File: config.mk
export PLATFORM = sky130hd
export DESIGN_NAME = ula_pipe
export DESIGN_NICKNAME = d
export VERILOG_FILES = /design/src/rtl/ula_pipe.sv
export SDC_FILE = /design/constraint.sdc
export NUM_CORES = 1
export LEC_CHECK = 0
export CAP_MARGIN = 25
export CORE_MARGIN = 2
export CORE_UTILIZATION = 60
export DETAILED_ROUTE_END_ITERATION = 16
export PLACE_DENSITY = 0.82
export SETUP_SLACK_MARGIN = 0.5
export SLEW_MARGIN = 20
export SYNTH_ARGS = -nofsm -noshare
export SYNTH_HDL_FRONTEND = slang
export SYNTH_SLANG_ARGS = --single-unit
File: constraint.sdc
create_clock -name clk -period 12.2 [get_ports clk]
set_clock_uncertainty 0.15 [all_clocks]
set_input_delay 1.22 -clock clk [delete_from_list [all_inputs] [get_ports clk]]
set_output_delay 1.22 -clock clk [all_outputs]
set_load 0.02 [all_outputs]
File: src/rtl/ula_pipe.sv
// ula_pipe -- single-issue ALU with a post-op shifter and an iterative divider.
//
// One bundle is in flight at a time: IDLE accepts, EXEC evaluates, DIV runs the
// restoring divider (one quotient bit per cycle), and DONE presents the result
// until the consumer takes it.
//
// Ports
//   clk, rst            clock, synchronous active-high reset
//   in_valid / in_ready operand bundle handshake (in_ready only in IDLE)
//   a, b                operands, WIDTH bits
//   crtl_ula            000 add, 001 sub, 010 mul, 011 div, 100 and, 101 or,
//                       110 not A, 111 pass B
//   crtl_des            00 bypass, 01 shl 1, 10 lsr 1, 11 asr 1
//   out_valid/out_ready result handshake
//   c                   shifted result
//   flags               {div_by_zero, overflow, carry, zero}
//
// Build option: define ULA_PIPE_FLAGS_EN to compute flags; otherwise flags are
// tied to zero and no flag logic exists.
module ula_pipe #(
    parameter int WIDTH = 8
) (
    input  logic             clk,
    input  logic             rst,
    input  logic             in_valid,
    output logic             in_ready,
    input  logic [WIDTH-1:0] a,
    input  logic [WIDTH-1:0] b,
    input  logic [2:0]       crtl_ula,
    input  logic [1:0]       crtl_des,
    output logic             out_valid,
    input  logic             out_ready,
    output logic [WIDTH-1:0] c,
    output logic [3:0]       flags
);
    localparam int CNT_W = $clog2(WIDTH);
    localparam logic [CNT_W-1:0] CNT_LAST = CNT_W'(WIDTH - 1);

    typedef enum logic [1:0] {IDLE, EXEC, DIV, DONE} state_t;

    state_t           state_q, state_d;
    logic [WIDTH-1:0] a_q, b_q;
    logic [2:0]       op_q;
    logic [1:0]       des_q;
    logic [WIDTH-1:0] c_q, c_d;
    logic [WIDTH-1:0] rem_q, rem_d;
    logic [WIDTH-1:0] quo_q, quo_d;
    logic [CNT_W-1:0] cnt_q, cnt_d;

    logic             accept;
    logic             fin;      // result produced this cycle
    logic [WIDTH-1:0] op_res;   // unshifted result
    logic [WIDTH-1:0] sh_res;   // shifted result
    logic [WIDTH:0]   trial;    // divider trial subtraction, MSB = borrow

    assign in_ready  = (state_q == IDLE);
    assign out_valid = (state_q == DONE);
    assign accept    = in_valid && in_ready;
    assign c         = c_q;

    // The remainder stays below B, so shifting in one dividend bit and
    // subtracting B always fits WIDTH+1 bits.
    assign trial = {rem_q, quo_q[WIDTH-1]} - {1'b0, b_q};

    always_comb begin
        state_d = state_q;
        rem_d   = rem_q;
        quo_d   = quo_q;
        cnt_d   = cnt_q;
        op_res  = '0;
        fin     = 1'b0;
        case (state_q)
            IDLE: begin
                if (in_valid) state_d = EXEC;
            end
            EXEC: begin
                fin = 1'b1;
                case (op_q)
                    3'b000: op_res = a_q + b_q;
                    3'b001: op_res = a_q - b_q;
                    3'b010: op_res = a_q * b_q;
                    3'b011: begin
                        if (b_q == '0) begin
                            op_res = '1;
                        end else begin
                            fin     = 1'b0;
                            state_d = DIV;
                            rem_d   = '0;
                            quo_d   = a_q;
                            cnt_d   = '0;
                        end
                    end
                    3'b100: op_res = a_q & b_q;
                    3'b101: op_res = a_q | b_q;
                    3'b110: op_res = ~a_q;
                    default: op_res = b_q;
                endcase
                if (fin) state_d = DONE;
            end
            DIV: begin
                // Dividend bits shift out of quo while quotient bits shift in.
                rem_d = trial[WIDTH] ? {rem_q[WIDTH-2:0], quo_q[WIDTH-1]} : trial[WIDTH-1:0];
                quo_d = {quo_q[WIDTH-2:0], ~trial[WIDTH]};
                cnt_d = cnt_q + 1'b1;
                if (cnt_q == CNT_LAST) begin
                    fin     = 1'b1;
                    op_res  = quo_d;
                    state_d = DONE;
                end
            end
            DONE: begin
                if (out_ready) state_d = IDLE;
            end
            default: state_d = IDLE;
        endcase
    end

    always_comb begin
        case (des_q)
            2'b01:   sh_res = {op_res[WIDTH-2:0], 1'b0};
            2'b10:   sh_res = {1'b0, op_res[WIDTH-1:1]};
            2'b11:   sh_res = {op_res[WIDTH-1], op_res[WIDTH-1:1]};
            default: sh_res = op_res;
        endcase
    end

    assign c_d = fin ? sh_res : c_q;

    always_ff @(posedge clk) begin
        if (rst) begin
            state_q <= IDLE;
            a_q     <= '0;
            b_q     <= '0;
            op_q    <= '0;
            des_q   <= '0;
            c_q     <= '0;
            rem_q   <= '0;
            quo_q   <= '0;
            cnt_q   <= '0;
        end else begin
            state_q <= state_d;
            c_q     <= c_d;
            rem_q   <= rem_d;
            quo_q   <= quo_d;
            cnt_q   <= cnt_d;
            if (accept) begin
                a_q   <= a;
                b_q   <= b;
                op_q  <= crtl_ula;
                des_q <= crtl_des;
            end
        end
    end

`ifdef ULA_PIPE_FLAGS_EN
    logic [2*WIDTH-1:0] prod_w;
    logic [3:0]         flags_q, flags_d;
    logic               cy, ov, dz;

    assign prod_w = {{WIDTH{1'b0}}, a_q} * {{WIDTH{1'b0}}, b_q};

    always_comb begin
        cy = 1'b0;
        ov = 1'b0;
        dz = 1'b0;
        // Operation flags only arise in EXEC; a divider completion leaves them clear.
        if (state_q == EXEC) begin
            case (op_q)
                3'b000: begin
                    cy = (op_res < a_q);  // wrapped sum is below an operand iff carry-out
                    ov = (a_q[WIDTH-1] == b_q[WIDTH-1]) && (op_res[WIDTH-1] != a_q[WIDTH-1]);
                end
                3'b001: begin
                    cy = (a_q < b_q);
                    ov = (a_q[WIDTH-1] != b_q[WIDTH-1]) && (op_res[WIDTH-1] != a_q[WIDTH-1]);
                end
                3'b010: cy = ((prod_w >> WIDTH) != '0);
                3'b011: dz = (b_q == '0);
                default: ;
            endcase
        end
        if (des_q == 2'b01) cy = cy | op_res[WIDTH-1];
        flags_d = {dz, ov, cy, (sh_res == '0)};
    end

    always_ff @(posedge clk) begin
        if (rst) begin
            flags_q <= '0;
        end else if (fin) begin
            flags_q <= flags_d;
        end
    end

    assign flags = flags_q;
`else
    assign flags = 4'b0000;
`endif

endmodule

==> PnR_summary.wiki <==
{| class="wikitable"
! Metric !! Value
|-
| Synth area leader || dfxtp_1
|-
| Count of H-tree levels built during CTS || 2
|-
| Maximum buffer depth of the clock tree || 2
|-
| Detailed-route DRC error count || 0
|-
| Ratio of total power to cell area || 190 nW/um2
|-
| Placer Congestion || 0.991
|-
| Post-route total power || 937 uW
|-
| Post-synthesis to final-layout area growth || 7.43%
|-
| Worst min-delay path category || reg -> reg
|-
| Sequential share of the synthesized area || 21.8%
|-
| Most frequently used cell type in the post-synthesis netlist || nand2_1
|-
| Worst slew margin relative to its limit || 46.6%
|-
| Synth cell count leaders || nand2_1 (92), inv_1 (53), dfxtp_1 (50), nor2_1 (43), ha_1 (40)
|-
| Dominant delay contributor by cell family on the critical path || adder cells
|-
| Post-CTS Resized || 0
|-
| Share of flip-flops with an asynchronous set or reset after synthesis || 0%
|-
| Clock insertion delay at the later pin of the skew report || 0.32 ns
|-
| Worst Max-Slew Pin Slew || 0.799 ns
|-
| Crit path required time || 12.25 ns
|-
| Sum of overflow across all layers after global routing || 0
|-
| Slowest cell on crit path || dfxtp_1
|-
| Count of clock tree sinks || 50
|-
| Leak || 1.99 nW
|-
| Ys flop type || dfxtp_1
|-
| Final critical delay including setup and external delays || 4.71 ns
|-
| Vias in the first global route || 4208
|-
| Placeable core region || 7330 um2
|-
| Clock root buffer master || clkbuf_8
|-
| Area share of the leading cell type in the synthesized netlist || 21.8%
|-
| Per-instance average area after synthesis || 7.89 um2
|-
| Overall die width || 91.5 um
|-
| Boundary Pins || 39
|-
| Fin. Hold Viols || 0
|-
| Detail-routed net length per standard cell || 17.7 um
|-
| Count of distinct cell types in the synthesized netlist || 73
|-
| Sequential cell area || 1000 um2
|-
| Cells traversed along the worst timing path || nand2_1 > fa_1 > fa_1 > inv_1 > fa_1 > inv_1 > fa_1 > xor2_1 > xnor3_1 > xnor3_1 > xnor3_1 > a21boi_1 > and3_2 > o21ai_1
|-
| Final cycle utilization of the critical path || 38.6%
|-
| Number of instances in the synthesized netlist || 583
|-
| Number of violations reported at the end of detailed-routing iteration 0 || 284
|-
| Final Max Tran Viols || 0
|-
| Max rail drop VDD || 112 uV
|-
| Post-synth EDFFs || 0
|-
| Clock tree from TritonCTS || done
|-
| Post-DR vias/cell || 6.16
|-
| Final layout net count || 670
|-
| Max_cap viols || 0
|-
| Bufs and invs on worst path || 2
|-
| Initial Utilization || 62.7%
|-
| Setup TNS after final layout || 0 ns
|-
| Type of origin of the critical path || flop
|-
| Leading cell types by total area after synthesis || dfxtp_1 (22%), ha_1 (11%), nand2_1 (7.5%)
|-
| Instance area after placement || 4820 um2
|-
| Multi-input logic area || 3150 um2
|-
| Synthesis warning total || 0
|-
| Pin count of the biggest net entering global routing || 45
|-
| Crit path arrival time || 4.76 ns
|-
| Maximum net fanout on the critical path || 10
|-
| Endpoint type of the worst setup path || flop
|-
| Number of hold buffers added after cts || 0
|-
| Summed area of non-filler cells in the final layout || 4940 um2
|-
| Cts bufs inserted || 5
|-
| Overall Global Routing Usage || 30.5%
|-
| Antenna cell count || 0
|-
| CTS clock-pin slew for the worst setup and hold paths || 0.11 ns
|-
| Final number of setup-violating endpoints || 0
|-
| Number of storage elements in the synthesis netlist || 50
|-
| Worst setup path class || reg -> reg
|-
| Number of buffer cells added on primary ports || 34
|-
| RSZ-0062 raised after global routing || false
|-
| Highest achievable clock rate || 212 MHz
|-
| Count of vias placed by the detailed router || 4259
|-
| TritonRoute pass-1 iters || 5
|-
| Global-route wire length before repair || 20700 um
|-
| Total die area || 8380 um2
|-
| Max incr delay on CP || 0.61 ns
|-
| Run status || completed
|-
| Antenna violations before repair || 0
|-
| Post-CTS repair timing setup buffer count || 0
|-
| Netlist Area Pre-Place || 4600 um2
|-
| Height of the die || 91.5 um
|-
| Cell with the most instances on the worst path || fa_1
|-
| Layout cells sized above 1 || 3.89%
|-
| Filler cell count in the final layout || 621
|-
| Detail Placement HPWL || 9150 um
|-
| Total Routed Length || 12200 um
|-
| Antenna-violating nets left || 0
|-
| Standard-cell row count || 31
|}
layout by cell type (no fill, tap or decap), types with 8 or more instances in the layout:
cell              n
clkdlybuf4s50_1  34
nand2_1          92
ha_1             40
xnor2_1          19
o21a_1            8
fa_1             14
a211oi_1         11
mux2i_1          14
a21oi_1          39
nand3_1           9
and2_1            8
inv_1            53
nor3_1            9
nor2_1           43
dfxtp_1          50
o21ai_0          28
a221oi_1          8
stage by stage:
step | worst slack (ns) | instances | hold slack [ns] | util, %
2_1_floorplan | 7.88 | 586 | 0.286 | -
3_3_place_gp | 7.66 | 683 | 0.303 | 65.8
3_5_place_dp | 7.50 | 683 | 0.308 | 65.8
4_1_cts | 7.50 | 691 | 0.335 | 67.4
5_1_grt | 7.21 | 691 | 0.367 | 67.4
6_report | 7.49 | 691 | 0.336 | 67.4
layer usage:
layer	global-route usage (%)	part of all wire [%]	vias up
met5	0	0	-
met4	8.96	2.3	0
met3	3.98	6.3	36
met2	50.9	47	171
met1	41.1	44	2018
li1	-	-	2034
tightest hold or removal path, stage by stage (launching register included):
cell     delay [ns]
dfxtp_1        0.35
a32oi_1        0.06
o31ai_1        0.05
where the power goes:
group / total (mW) / internal (mW) / switching [mW]
sequential: 0.260 / 0.199 / 0.0614
combinational: 0.550 / 0.227 / 0.324
clock: 0.126 / 0.0626 / 0.0635
total: 0.937 / 0.488 / 0.448
path summary, 6_finish.rpt:
kind              startpoint  endpoint  slack [ns]  cells after the start
setup / recovery      b_q[4]      c[6]        7.49                     14
hold / removal      rem_q[7]  rem_q[7]        0.34                      2
setup reg to reg      b_q[4]      c[6]        7.49                     14
hold reg to reg     rem_q[7]  rem_q[7]        0.34                      2
sequential cells by signal (all words and copies together), names as in the netlist:
signal and cells:
des_q 2, a_q 8, cnt_q 3, quo_q 8
b_q 8, rem_q 8, c 8, state_q 2
op_q 3
final cells by class:
class	count	share of cell area [%]
Clock inverter	3	0.988
Multi-Input combinational cell	445	63.7
Inverter	54	4.10
Tap cell	99	2.51
Sequential cell	50	20.3
Timing Repair Buffer	35	7.04
Clock buffer	5	1.39
logic make-up after synthesis:
logic type                 share of synthesized area (%)
adders and majority gates                           17.9
and+or+nand+nor                                     18.7
AOI/OAI and AO/OA                                   22.0
other                                             0.0816
DFF                                                 21.8
muxes                                               3.29
xor gates and xnor gates                            6.23
buffers and inverters                               10.0
Power figures use the tool's default switching activity.
